`src/rtl/udc_pkg.sv`:
```
// Shared constants and types for the up/down-counter job sequencer.
// Register addresses follow the counter's {a1,a0} map.
package udc_pkg;

    localparam logic [1:0] ADDR_PLR = 2'd0;
    localparam logic [1:0] ADDR_ULR = 2'd1;
    localparam logic [1:0] ADDR_LLR = 2'd2;
    localparam logic [1:0] ADDR_CCR = 2'd3;

    typedef enum logic [2:0] {
        ST_IDLE,
        ST_WR_PLR,
        ST_WR_ULR,
        ST_WR_LLR,
        ST_WR_CCR,
        ST_START,
        ST_RUN,
        ST_DONE
    } state_t;

    typedef enum logic [1:0] {
        STAT_OK      = 2'b00,
        STAT_ERR     = 2'b01,
        STAT_TIMEOUT = 2'b10,
        STAT_ABORTED = 2'b11
    } status_t;

endpackage

```
`src/rtl/udc_watchdog.sv`:
```
// RUN-cycle counter: cleared on RUN entry, counts up while enabled and
// saturates at TIMEOUT. `first` marks the cycle right after a clear.
module udc_watchdog #(
    parameter int TIMEOUT = 1023,
    localparam int W = $clog2(TIMEOUT + 1)
) (
    input  logic         clk,
    input  logic         reset,
    input  logic         clear,
    input  logic         enable,
    output logic [W-1:0] value,
    output logic         first,
    output logic         terminal
);

    localparam logic [W-1:0] LIMIT = W'(TIMEOUT);

    always_ff @(posedge clk or negedge reset) begin
        if (!reset) begin
            value <= '0;
        end else if (clear) begin
            value <= '0;
        end else if (enable && (value != LIMIT)) begin
            value <= value + 1'b1;
        end
    end

    assign first    = (value == '0);
    assign terminal = (value == LIMIT);

endmodule

```
`src/rtl/udc_job_sequencer.sv`:
```
// Host-side job sequencer: programs the up/down counter over its bus,
// starts it, supervises the run and returns a one-cycle status response.
module udc_job_sequencer
    import udc_pkg::*;
#(
    parameter int TIMEOUT = 1023
) (
    input  logic       clk,
    input  logic       reset,
    input  logic       job_valid,
    output logic       job_ready,
    input  logic [7:0] job_plr,
    input  logic [7:0] job_ulr,
    input  logic [7:0] job_llr,
    input  logic [7:0] job_ccr,
    input  logic       abort,
    output logic       resp_valid,
    output logic [1:0] resp_status,
    output logic [7:0] resp_count,
    output logic       resp_dir,
    output logic       ncs,
    output logic       nwr,
    output logic       nrd,
    output logic       start,
    output logic       a0,
    output logic       a1,
    output logic [7:0] bus_dout,
    output logic       bus_oe,
    input  logic       err,
    input  logic       ec,
    input  logic       dir,
    input  logic [7:0] count
);

    localparam int WD_W = $clog2(TIMEOUT + 1);

    state_t     state, state_next;
    status_t    status_next;
    logic       term;

    logic [7:0] plr_q, ulr_q, llr_q, ccr_q;

    logic            wd_clear, wd_enable, wd_first, wd_terminal;
    logic [WD_W-1:0] wd_value;

    logic       ncs_d, nwr_d, start_d, oe_d;
    logic [1:0] addr_d, addr_q;
    logic [7:0] dout_d;

    udc_watchdog #(.TIMEOUT(TIMEOUT)) u_watchdog (
        .clk      (clk),
        .reset    (reset),
        .clear    (wd_clear),
        .enable   (wd_enable),
        .value    (wd_value),
        .first    (wd_first),
        .terminal (wd_terminal)
    );

    assign wd_clear  = (state_next == ST_RUN) && (state != ST_RUN);
    assign wd_enable = (state == ST_RUN);

    always_ff @(posedge clk or negedge reset) begin
        if (!reset) begin
            state <= ST_IDLE;
        end else begin
            state <= state_next;
        end
    end

    // err/ec in the first RUN cycle still reflect the previous run.
    always_comb begin
        state_next  = state;
        status_next = STAT_OK;
        term        = 1'b0;
        case (state)
            ST_IDLE:   if (job_valid) state_next = ST_WR_PLR;
            ST_WR_PLR: state_next = ST_WR_ULR;
            ST_WR_ULR: state_next = ST_WR_LLR;
            ST_WR_LLR: state_next = ST_WR_CCR;
            ST_WR_CCR: state_next = ST_START;
            ST_START:  state_next = ST_RUN;
            ST_RUN: begin
                if (!wd_first && err) begin
                    term        = 1'b1;
                    status_next = STAT_ERR;
                end else if (!wd_first && ec) begin
                    term        = 1'b1;
                    status_next = STAT_OK;
                end else if (abort) begin
                    term        = 1'b1;
                    status_next = STAT_ABORTED;
                end else if (wd_terminal) begin
                    term        = 1'b1;
                    status_next = STAT_TIMEOUT;
                end
            end
            ST_DONE:   state_next = ST_IDLE;
            default:   state_next = ST_IDLE;
        endcase
        if ((state inside {ST_WR_PLR, ST_WR_ULR, ST_WR_LLR, ST_WR_CCR, ST_START}) && abort) begin
            term        = 1'b1;
            status_next = STAT_ABORTED;
        end
        if (term) state_next = ST_DONE;
    end

    // Bus levels are decoded from the next state so the registered strobes
    // line up with the state they belong to.
    always_comb begin
        ncs_d   = 1'b1;
        nwr_d   = 1'b1;
        start_d = 1'b0;
        oe_d    = 1'b0;
        addr_d  = 2'd0;
        dout_d  = 8'd0;
        case (state_next)
            ST_WR_PLR: begin
                ncs_d = 1'b0; nwr_d = 1'b0; oe_d = 1'b1;
                addr_d = ADDR_PLR; dout_d = job_plr;
            end
            ST_WR_ULR: begin
                ncs_d = 1'b0; nwr_d = 1'b0; oe_d = 1'b1;
                addr_d = ADDR_ULR; dout_d = ulr_q;
            end
            ST_WR_LLR: begin
                ncs_d = 1'b0; nwr_d = 1'b0; oe_d = 1'b1;
                addr_d = ADDR_LLR; dout_d = llr_q;
            end
            ST_WR_CCR: begin
                ncs_d = 1'b0; nwr_d = 1'b0; oe_d = 1'b1;
                addr_d = ADDR_CCR; dout_d = ccr_q;
            end
            ST_START: begin
                ncs_d = 1'b0; start_d = 1'b1;
            end
            ST_RUN:   ncs_d = 1'b0;
            default:  ncs_d = 1'b1;
        endcase
    end

    always_ff @(posedge clk or negedge reset) begin
        if (!reset) begin
            plr_q <= 8'd0;
            ulr_q <= 8'd0;
            llr_q <= 8'd0;
            ccr_q <= 8'd0;
        end else if (job_valid && job_ready) begin
            plr_q <= job_plr;
            ulr_q <= job_ulr;
            llr_q <= job_llr;
            ccr_q <= job_ccr;
        end
    end

    always_ff @(posedge clk or negedge reset) begin
        if (!reset) begin
            ncs         <= 1'b1;
            nwr         <= 1'b1;
            start       <= 1'b0;
            bus_oe      <= 1'b0;
            addr_q      <= 2'd0;
            bus_dout    <= 8'd0;
            resp_valid  <= 1'b0;
            resp_status <= 2'b00;
            resp_count  <= 8'd0;
            resp_dir    <= 1'b0;
        end else begin
            ncs        <= ncs_d;
            nwr        <= nwr_d;
            start      <= start_d;
            bus_oe     <= oe_d;
            addr_q     <= addr_d;
            bus_dout   <= dout_d;
            resp_valid <= term;
            if (term) begin
                resp_status <= status_next;
                resp_count  <= count;
                resp_dir    <= dir;
            end
        end
    end

    assign a0        = addr_q[0];
    assign a1        = addr_q[1];
    assign nrd       = 1'b1;
    assign job_ready = (state == ST_IDLE);

    logic unused_plr;
    assign unused_plr = ^{plr_q, wd_value};

endmodule

```
`config.mk`:
```
export PLATFORM = sky130hd
export DESIGN_NAME = udc_job_sequencer
export DESIGN_NICKNAME = d
export VERILOG_FILES = /design/src/rtl/udc_pkg.sv /design/src/rtl/udc_watchdog.sv /design/src/rtl/udc_job_sequencer.sv
export SDC_FILE = /design/constraint.sdc
export NUM_CORES = 1
export LEC_CHECK = 0
export BUFFER_PORTS_ARGS = -buffer_cell sky130_fd_sc_hd__buf_2
export CELL_PAD_IN_SITES_DETAIL_PLACEMENT = 0
export CELL_PAD_IN_SITES_GLOBAL_PLACEMENT = 2
export CORE_MARGIN = 2
export CORE_UTILIZATION = 39
export CTS_BUF_LIST = sky130_fd_sc_hd__clkbuf_2 sky130_fd_sc_hd__clkbuf_4 sky130_fd_sc_hd__clkbuf_8
export CTS_CLUSTER_DIAMETER = 100
export CTS_CLUSTER_SIZE = 40
export DETAILED_ROUTE_END_ITERATION = 12
export PLACE_DENSITY = 0.93
export SYNTH_ARGS = -nofsm -noshare
export SYNTH_HDL_FRONTEND = slang
export SYNTH_SLANG_ARGS = --single-unit
export TNS_END_PERCENT = 5
```
`constraint.sdc`:
```
create_clock -name clk -period 4.8 [get_ports clk]
set_input_delay 0.96 -clock clk [delete_from_list [all_inputs] [get_ports clk]]
set_output_delay 0.96 -clock clk [all_outputs]
set_load 0.005 [all_outputs]
```
==> flow_metrics.py <==
metrics = {
    "timing": {
        "normalized_max_slew_margin": 0.288,
        "finalCritPeriodShare": 0.626,
        "final-hold-violation-count": 0,
        "final-max-slew-violation-count": 0,
        "rsz0062_at_grt": "no",
        "final.min_clock_period_ns": 3.00,
        "timing.fmax_ghz": 0.333,
        "skew_ns": 0.00779,
        "setup_viol": 0,
        "max_slew.worst_pin.slew_ns": 1.06,
        "setup-tns-final_ns": 0,
    },
    "finish": {
        "filler_cell_count_in_the_final_layout": 714,
        "multiInputGateArea_mm2": 0.00144,
        "antennaDiodeCount": 0,
        "drive_above_1_share": 0.414,
        "area_added_between_synthesis_and_finish_pct": 21.8,
        "fin_util": 0.492,
        "final_net_count": 386,
        "seqCellArea_mm2": 0.00158,
    },
    "routing": {
        "via_per_inst": 5.06,
        "detail_route.wl_per_cell_um": 14.7,
        "totalWireLength_mm": 6.47,
        "drt_first_iter_violations": 72,
        "routed-via-count": 2226,
        "ant_nets": 0,
        "drc_errors": 0,
        "drt_pre_antenna_iters": 4,
    },
    "floorplan": {
        "core.rowCount": 32,
        "placeableCoreArea_mm2": 0.00777,
        "die_area_mm2": 0.00878,
        "chipWidth_um": 93.7,
        "floorplan.initialDensity": 0.404,
        "floorplan.die.height_um": 93.7,
        "ioPinCount": 75,
    },
    "power_and_ir_drop": {
        "power.density_mw_per_mm2": 722,
        "cellLeakagePower_nw": 1.84,
        "maximum_resistive_drop_on_vdd_v": 0.000312,
    },
    "worst_setup_path": {
        "setup.worst_path.class": "flop to flop",
        "cp_launch_type": "flop",
        "critical_path.endpoint_type": "flop",
        "critical_path_rt_ns": 5.04,
        "cp.arrival_ns": 3.24,
        "timing.critical_path.fanout_max": 17,
    },
    "grt": {
        "met3_usage": 0.0393,
        "initial_antenna_violation_count": 0,
        "grtUsageTotal": 0.157,
        "grt_pass1_wl_mm": 10.6,
        "grt_use_met2": 0.263,
        "grt_overflow_total": 0,
        "first_global_vias": 2213,
        "global_route.usage.met1": 0.199,
        "pin_count_of_the_biggest_net_entering_global_routing": 64,
        "global_route.peak_usage_layer": "met2",
    },
    "yosys": {
        "synthesis.yosys.warnings": 0,
        "synth-main-ff-cell": "sky130_fd_sc_hd__dfrtp_1",
        "synth_adder_area_share": 0.0239,
        "synth.lib_cells_used.distinct": 53,
        "synth-xor-area-share": 0.0251,
        "yosys.area.top_type": "sky130_fd_sc_hd__dfrtp_1",
        "synthTopCellsByArea": "sky130_fd_sc_hd__dfrtp_1, sky130_fd_sc_hd__mux2_2, sky130_fd_sc_hd__o32ai_2, sky130_fd_sc_hd__mux2_4, sky130_fd_sc_hd__mux2i_1",
        "synth_compound_area_frac": 0.152,
        "synth-edff-count": 0,
        "yosys.area.top_type_share": 0.486,
        "post_synthesis_net_count": 312,
        "yosys.cell_count.top_type": "sky130_fd_sc_hd__dfrtp_1",
        "synth_top_cells_by_count": "sky130_fd_sc_hd__dfrtp_1, sky130_fd_sc_hd__mux2_2, sky130_fd_sc_hd__nor2_1, sky130_fd_sc_hd__inv_1",
        "synthCells": 259,
        "yosys-mux-area-fraction": 0.152,
        "synthArstFlopShare": 1.00,
        "post_synth_simple_gate_area": 0.103,
        "synth.cell_area_mm2": 0.00314,
        "synth.avg_cell_area_um2": 12.1,
        "synth.ff_latch_count": 63,
        "synth-seq-area-share": 0.503,
        "main_combinational_cell_family_by_area_after_synthesis": "multiplexers",
    },
    "cts": {
        "cts.reportedPaths.clkPinSlew_ns": 0.08,
        "clk_lat_worst_skew_ns": 0.34,
        "tritoncts_clock_tree": "yes",
        "cts_hold_buffers": 0,
        "root_buf_cell": "sky130_fd_sc_hd__clkbuf_8",
        "cts-resized-gates": 0,
        "h_tree_depth": 3,
        "tritoncts.num_buffers": 9,
        "cts.path.max_buffers": 2,
        "total_setup_buffers_inserted_after_cts": 0,
        "cts_sinks": 63,
    },
    "placement": {
        "globalplace.congestion": 0.816,
        "dp_hpwl_mm": 4.76,
        "numPortBuffers": 73,
    },
    "min_path": {
        "min-delay-path-class": "flop to flop",
    },
    "outcome": {
        "run_status": "complete, no violations",
    },
    "flow_run": {
        "cap_viol_max_count": 0,
    },
}
-- sequential cells by signal, indices dropped and copies added, names as in the netlist --
signal and cells:
llr_q 8, state 3, resp_valid 1, bus_oe 1, addr_q 2, nwr 1, u_watchdog.value 10, resp_status 2
resp_count 8, bus_dout 8, resp_dir 1, ccr_q 8, ulr_q 8, ncs 1, start 1
-- layer usage --
| metal | routed length [um] | vias up |
|---|---|---|
| li1 | - | 1090 |
| met1 | 2830 | 1085 |
| met2 | 3320 | 47 |
| met3 | 246 | 4 |
| met4 | 69 | 0 |
| met5 | 0 | - |
-- worst max-delay path, cell delays in order (launching register included) --
cell and delay (ns):
sky130_fd_sc_hd__dfrtp_1 0.45, sky130_fd_sc_hd__inv_1 0.09, sky130_fd_sc_hd__ha_1 0.28, sky130_fd_sc_hd__o21a_1 0.21, sky130_fd_sc_hd__a21o_1 0.16, sky130_fd_sc_hd__nor2_1 0.80
sky130_fd_sc_hd__nand2_1 0.53, sky130_fd_sc_hd__o32ai_2 0.38
-- path summary, 6_finish.rpt --
kind	start	to	slack [ns]	cells past startpoint
max reg2reg	state[0]$_DFF_PN0_	bus_dout[1]$_DFF_PN0_	1.80	7
max in group asynchronous	reset	resp_count[1]$_DFFE_PN0P_	3.49	2
min in group asynchronous	reset	u_watchdog.value[8]$_DFFE_PN0P_	0.77	2
min	resp_count[0]$_DFFE_PN0P_	resp_count[0]$_DFFE_PN0P_	0.49	1
max	state[0]$_DFF_PN0_	bus_dout[1]$_DFF_PN0_	1.80	7
min reg2reg	resp_count[0]$_DFFE_PN0P_	resp_count[0]$_DFFE_PN0P_	0.49	1
-- through the flow --
stage	power, W	area (um^2)	std cells	worst slack (ns)	hold WS, ns
floorplan	0.00191	3140	259	2.57	0.479
CTS	0.00279	3820	440	1.83	0.489
global placement	0.00218	3580	424	1.90	0.463
global route	0.00297	3820	440	1.55	0.508
finish	0.00276	3820	440	1.80	0.487
detailed placement	0.00221	3580	424	1.84	0.472
-- area by class of cell --
class	count	share of cell area
Clock buffer	9	0.0324
Clock inverter	7	0.0327
Inverter	16	0.0157
Multi-Input combinational cell	169	0.376
Sequential cell	63	0.413
Tap cell	102	0.0334
Timing Repair Buffer	74	0.0975
-- logic make-up (layout without fill, tap and decap cells) --
kind of cell | count (synthesis) | count (layout)
flops | 63 | 63
simple gates | 58 | 58
compound gates | 54 | 54
mux | 41 | 41
buf+inv | 27 | 106
xor+xnor | 9 | 9
fa+ha+maj | 6 | 6
other cells | 1 | 1
-- cells in the final DEF (no fill, tap or decap), drive strengths merged, types with 5 or more instances in the layout --
master and count:
o21ai 6, ha 6, nor2 20, inv 20
a31oi 9, nor3 5, dfrtp 61, a21oi 5
a221oi 8, xor2 6, clkbuf 9, mux2i 8
mux2 33, o32ai 8, nand3 7, buf 74
nand2 8
-- power breakdown --
group | switching, W | leakage (nW) | total, W | internal (W)
Sequential | 0.000116 | 0.786 | 0.000870 | 0.000754
Clock | 0.000223 | 0.125 | 0.000575 | 0.000352
Combinational | 0.000732 | 0.929 | 0.00132 | 0.000585
Total | 0.00107 | 1.84 | 0.00276 | 0.00169
Power figures use the tool's default switching activity.
